==> config.mk <==
export PLATFORM = sky130hd
export DESIGN_NAME = shift_register_univ
export DESIGN_NICKNAME = d
export VERILOG_FILES = /design/src/rtl/shift_reg_pkg.sv /design/src/rtl/shift_pattern_match.sv /design/src/rtl/shift_register_univ.sv
export SDC_FILE = /design/constraint.sdc
export NUM_CORES = 1
export LEC_CHECK = 0
export CORE_ASPECT_RATIO = 1.1
export CORE_UTILIZATION = 47
export CTS_BUF_LIST = sky130_fd_sc_hd__clkbuf_2 sky130_fd_sc_hd__clkbuf_4 sky130_fd_sc_hd__clkbuf_8
export DETAILED_ROUTE_END_ITERATION = 16
export GPL_TIMING_DRIVEN = 0
export HOLD_SLACK_MARGIN = 0.05
export PLACE_DENSITY = 0.88
export SLEW_MARGIN = 30
export SYNTH_ARGS = -nofsm -noshare
export SYNTH_HDL_FRONTEND = slang
export SYNTH_SLANG_ARGS = --single-unit
==> constraint.sdc <==
create_clock -name clk -period 3.1 [get_ports clk]
set_input_delay 0.775 -clock clk [delete_from_list [all_inputs] [get_ports clk]]
set_output_delay 0.775 -clock clk [all_outputs]
set_load 0.01 [all_outputs]
==> src/rtl/shift_reg_pkg.sv <==
// Shared definitions for the universal shift register: operation encoding.
package shift_reg_pkg;

  typedef enum logic [2:0] {
    HOLD  = 3'b000,
    SHL   = 3'b001,
    SHR   = 3'b010,
    ROL   = 3'b011,
    ROR   = 3'b100,
    LOAD  = 3'b101,
    CLEAR = 3'b110,
    RSVD  = 3'b111
  } mode_e;

endpackage

==> src/rtl/shift_pattern_match.sv <==
// Masked pattern comparator gated by full, with a saturating rising-edge counter.
module shift_pattern_match #(
  parameter int WIDTH = 4,
  parameter int DEPTH = 4,
  parameter int CNT_W = 8
) (
  input  logic                     clk,
  input  logic                     rst,
  input  logic [DEPTH*WIDTH-1:0]   par_i,
  input  logic [DEPTH*WIDTH-1:0]   pattern_i,
  input  logic [DEPTH*WIDTH-1:0]   mask_i,
  input  logic                     full_i,
  input  logic                     clear_i,
  output logic                     match_o,
  output logic [CNT_W-1:0]         match_cnt_o
);

  logic             prev_match_q;
  logic [CNT_W-1:0] cnt_q, cnt_d;

  assign match_o     = full_i && (((par_i ^ pattern_i) & mask_i) == '0);
  assign match_cnt_o = cnt_q;

  // A clear in the same cycle as a rising edge wins over the increment.
  always_comb begin
    cnt_d = cnt_q;
    if (clear_i) begin
      cnt_d = '0;
    end else if (match_o && !prev_match_q && (cnt_q != {CNT_W{1'b1}})) begin
      cnt_d = cnt_q + CNT_W'(1);
    end
  end

  always_ff @(posedge clk or posedge rst) begin
    if (rst) begin
      prev_match_q <= 1'b0;
      cnt_q        <= '0;
    end else begin
      prev_match_q <= match_o;
      cnt_q        <= cnt_d;
    end
  end

endmodule

==> src/rtl/shift_register_univ.sv <==
// Parametrised universal shift register with fill tracking and masked pattern trigger.
module shift_register_univ
  import shift_reg_pkg::*;
#(
  parameter int WIDTH = 4,
  parameter int DEPTH = 4,
  parameter int CNT_W = 8
) (
  input  logic                         clk,
  input  logic                         rst,
  input  logic                         en,
  input  logic [2:0]                   mode,
  input  logic [WIDTH-1:0]             ser_in,
  input  logic [DEPTH*WIDTH-1:0]       par_in,
  input  logic [DEPTH*WIDTH-1:0]       pattern,
  input  logic [DEPTH*WIDTH-1:0]       pat_mask,
  output logic [DEPTH*WIDTH-1:0]       par_out,
  output logic [WIDTH-1:0]             ser_out_hi,
  output logic [WIDTH-1:0]             ser_out_lo,
  output logic [$clog2(DEPTH+1)-1:0]   fill,
  output logic                         full,
  output logic                         match,
  output logic [CNT_W-1:0]             match_cnt
);

  localparam int FW = $clog2(DEPTH+1);
  localparam int DW = DEPTH * WIDTH;

  logic [DW-1:0] stages_q, stages_d;
  logic [FW-1:0] fill_q, fill_d, fill_inc;
  mode_e         op;
  logic          clear_op;

  assign op       = mode_e'(mode);
  assign clear_op = en && (op == CLEAR);
  // Stage 0 sits in the low word, so a left shift is a move toward the MSBs.
  assign fill_inc = (fill_q == FW'(DEPTH)) ? fill_q : fill_q + FW'(1);

  always_comb begin
    stages_d = stages_q;
    fill_d   = fill_q;
    if (en) begin
      case (op)
        SHL: begin
          stages_d = {stages_q[DW-WIDTH-1:0], ser_in};
          fill_d   = fill_inc;
        end
        SHR: begin
          stages_d = {ser_in, stages_q[DW-1:WIDTH]};
          fill_d   = fill_inc;
        end
        ROL:   stages_d = {stages_q[DW-WIDTH-1:0], stages_q[DW-1 -: WIDTH]};
        ROR:   stages_d = {stages_q[WIDTH-1:0], stages_q[DW-1:WIDTH]};
        LOAD: begin
          stages_d = par_in;
          fill_d   = FW'(DEPTH);
        end
        CLEAR: begin
          stages_d = '0;
          fill_d   = '0;
        end
        default: ;
      endcase
    end
  end

  always_ff @(posedge clk or posedge rst) begin
    if (rst) begin
      stages_q <= '0;
      fill_q   <= '0;
    end else begin
      stages_q <= stages_d;
      fill_q   <= fill_d;
    end
  end

  assign par_out    = stages_q;
  assign ser_out_hi = stages_q[DW-1 -: WIDTH];
  assign ser_out_lo = stages_q[WIDTH-1:0];
  assign fill       = fill_q;
  assign full       = (fill_q == FW'(DEPTH));

  shift_pattern_match #(
    .WIDTH (WIDTH),
    .DEPTH (DEPTH),
    .CNT_W (CNT_W)
  ) u_match (
    .clk         (clk),
    .rst         (rst),
    .par_i       (stages_q),
    .pattern_i   (pattern),
    .mask_i      (pat_mask),
    .full_i      (full),
    .clear_i     (clear_op),
    .match_o     (match),
    .match_cnt_o (match_cnt)
  );

endmodule

==> metrics <==
Ports 95; nets 424; Reg clk slew, reported paths approximately 0.10 ns; Final setup viols 0; dpl ws -0.6445 ns; die height between 70 and 80 um; Switching Share 36.07%; crit end category output pin; Die Wd 66.58 um; part of the power in combinational logic about 45%; setup TNS 0 ns; share of layout cells above drive strength 1 under 10%; simple-gate share of the synthesized area 21.82%; Die Footprint between 0.004 and 0.005 sq mm; Startpoint Class input port; Slew @ Worst Pin approximately 0.6 ns; Core Rows 25; Starting Density 49.58%; kind of critical path input port to output pin; Root Buffer clkbuf_8; commonest non-fill, non-tap cell in the layout clkdlybuf4s50_1; Clock Power Share between 15 and 20%; Pwr per Cell Area a little over 400 mW/mm^2; Tightest Hold Check Type flip-flop to flip-flop; initial antenna violation count 0; Slew HR 59.09%; first-pass GRT wire length 11.39 mm; CTS Buf Count 3; Layout Cells excl Fill around 420; drt first pass iters 6; cell area after layout between 0.003 and 0.004 sq mm; synth warn 0; CORE AREA between 0.004 and 0.005 sq mm; total power between 1 and 1.5 mW; synth-to-layout area growth 50.90%; crit path DAT between 2 and 2.5 ns; synthesized area 0.002156 sq mm; Psw ~0.49 mW; Syn Nets 323; hold_ws 0.5818 ns; mux contribution to synthesized area between 7 and 8%; vias in the first global route ~2.4k; Post-Syn Instances 262; DR iter-0 viols just under 300; clock tree sinks 28; GP Congestion 0.9339; largest family of logic cells by synthesized area compound AO/OA/AOI/OAI gates; # fillers 341; largest net degree at the start of global routing 29; Clock Latency Late Sink 0.28 ns; DRC 0; final antenna-violating net count 0; Post-Synth XOR/XNOR Area under 10%; H-tree depth 1; Max clock buf depth 2; final setup margin about 0.044 ns; Via density around 6.1; Req. time, crit path 2.32 ns; sequential element share of the synthesized area between 30 and 40%; final-report hold violation count 0; leakage power around 1.4 nW; Max Slew Vio Count 0; gr usage total a little under a third; Synth Register Bits 28; placed cell area around 0.0032 sq mm; CTS tree done; Max FO, Critical Path 2; GRT overflow 0; syn_area_per_cell 8.228 sq um; drt total wl between 7 and 8 mm; cell total after placement roughly 400; total number of vias between 2k and 3k; post-synth cell types 38; status completed; Final period util a little over nine tenths; post-synthesis compound-gate area fraction between 20% and 30%; port buffer count 93; Int Pwr around 0.86 mW; Worst VDD drop approximately 0.25 mV; sequential share of power between 30% and 40%; DPL Wire Length around 5.5 mm; DR WL/cell between 15 and 20 um; Clock Skews ~0.0040 ns; leading cell types in the layout, fill and taps excluded 91 x clkdlybuf4s50_1, 41 x nand2_1, 28 x dfrtp_1; Synth Area in Adders 1.741%; fin crit period 3.056 ns; n_diodes 0; Max Cap Viol 0; final core occ approximately three quarters; Max Freq around 330 MHz
==> area by class of cell <==
| class | count | area [sq um] | area share, % |
|---|---|---|---|
| buffer | 20 | 107.6 | 3.308 |
| inverter | 11 | 41.29 | 1.269 |
| sequential | 28 | 700.7 | 21.54 |
| tap | 54 | 67.56 | 2.077 |
| timing repair buffer | 96 | 950.9 | 29.23 |
| multi-input combinational | 203 | 1330 | 40.88 |
| clock buffer | 4 | 55.05 | 1.692 |
==> routing by layer <==
| layer | wire length [um] | track usage (%) |
|---|---|---|
| met2 | 3866 | 54.99 |
| met3 | 765 | 3.906 |
| met1 | 2720 | 38.21 |
| met4 | 110 | 9.456 |
| met5 | 0 | 0 |
==> power by group through the flow <==
stage / registers [mW] / logic, mW / clock network, mW
final: 0.508 / 0.603 / 0.234
after global routing: 0.516 / 0.648 / 0.251
after CTS: 0.505 / 0.584 / 0.236
after detailed placement: 0.511 / 0.570 / 0
after global placement: 0.513 / 0.556 / 0
after floorplan: 0.508 / 0.266 / 0
==> Yosys cell counts <==
library cell	n	area, sq um
nand2_1	41	153.9
dfrtp_1	28	700.7
o21ai_0	18	90.09
xor2_1	16	140.1
a21oi_1	13	65.06
inv_1	11	41.29
nand2b_1	11	68.82
nor2_1	10	37.54
a22oi_1	9	67.56
clkbuf_1	9	33.78
nand3_1	9	45.04
buf_4	8	60.06
mux2_2	8	90.09
mux2i_1	7	70.07
o221ai_1	7	61.31
a222oi_1	6	60.06
nor2b_1	6	37.54
a31oi_1	5	31.28
nor4_1	5	31.28
a22o_1	4	35.03
nand4_1	4	25.02
a221oi_1	3	26.28
a32oi_1	3	26.28
ha_1	3	37.54
and2_1	2	12.51
and3_1	2	12.51
buf_2	2	10.01
nor3_1	2	10.01
a41oi_1	1	8.760
and4_1	1	8.760
buf_1	1	3.750
nand3b_1	1	7.510
o21a_1	1	7.510
o221a_2	1	11.26
o31ai_1	1	7.510
or2_2	1	6.260
or3_1	1	6.260
or4_1	1	7.510
==> sequential cells by signal, summed over array words and instances (netlist names) <==
name / cells
fill: 3
par_out: 16
u_match.match_cnt_o: 8
u_match.prev_match_q: 1
==> critical path, cell delays in order <==
cell and delay, ns:
clkdlybuf4s50_1 0.43, xor2_1 0.16, a22oi_1 0.41, nand3_4 0.13, nor3_4 0.21, buf_2 0.16
==> final timing paths <==
kind / to / startpoint / cells past startpoint / slack, ns
max: match / pattern[9] / 6 / 0.04
min: u_match.match_cnt_o[4]$_DFFE_PP0P_ / u_match.match_cnt_o[4]$_DFFE_PP0P_ / 2 / 0.58
max reg2reg: u_match.match_cnt_o[7]$_DFFE_PP0P_ / par_out[9]$_DFFE_PP0P_ / 5 / 0.81
min reg2reg: u_match.match_cnt_o[4]$_DFFE_PP0P_ / u_match.match_cnt_o[4]$_DFFE_PP0P_ / 2 / 0.58
max in group asynchronous: u_match.match_cnt_o[7]$_DFFE_PP0P_ / rst / 2 / 1.81
min in group asynchronous: u_match.match_cnt_o[5]$_DFFE_PP0P_ / rst / 2 / 0.89
==> cells by family (layout without fill, tap and decap cells) <==
group / Yosys count / in the layout
and+or+nand+nor: 97 / 97
adders and majority gates: 3 / 3
muxes: 15 / 15
xor gates and xnor gates: 16 / 16
buffers and inverters: 31 / 131
DFF: 28 / 28
AOI/OAI and AO/OA: 72 / 72
==> what timing repair did <==
item / CTS / global route
gates resized for setup: 5 / 4
setup buffers: 2 / 1
pin swaps: 2 / 2
setup endpoints to repair: 1 / 1
hold buffers: 0 / 0
(Power assumes the default switching activity.)
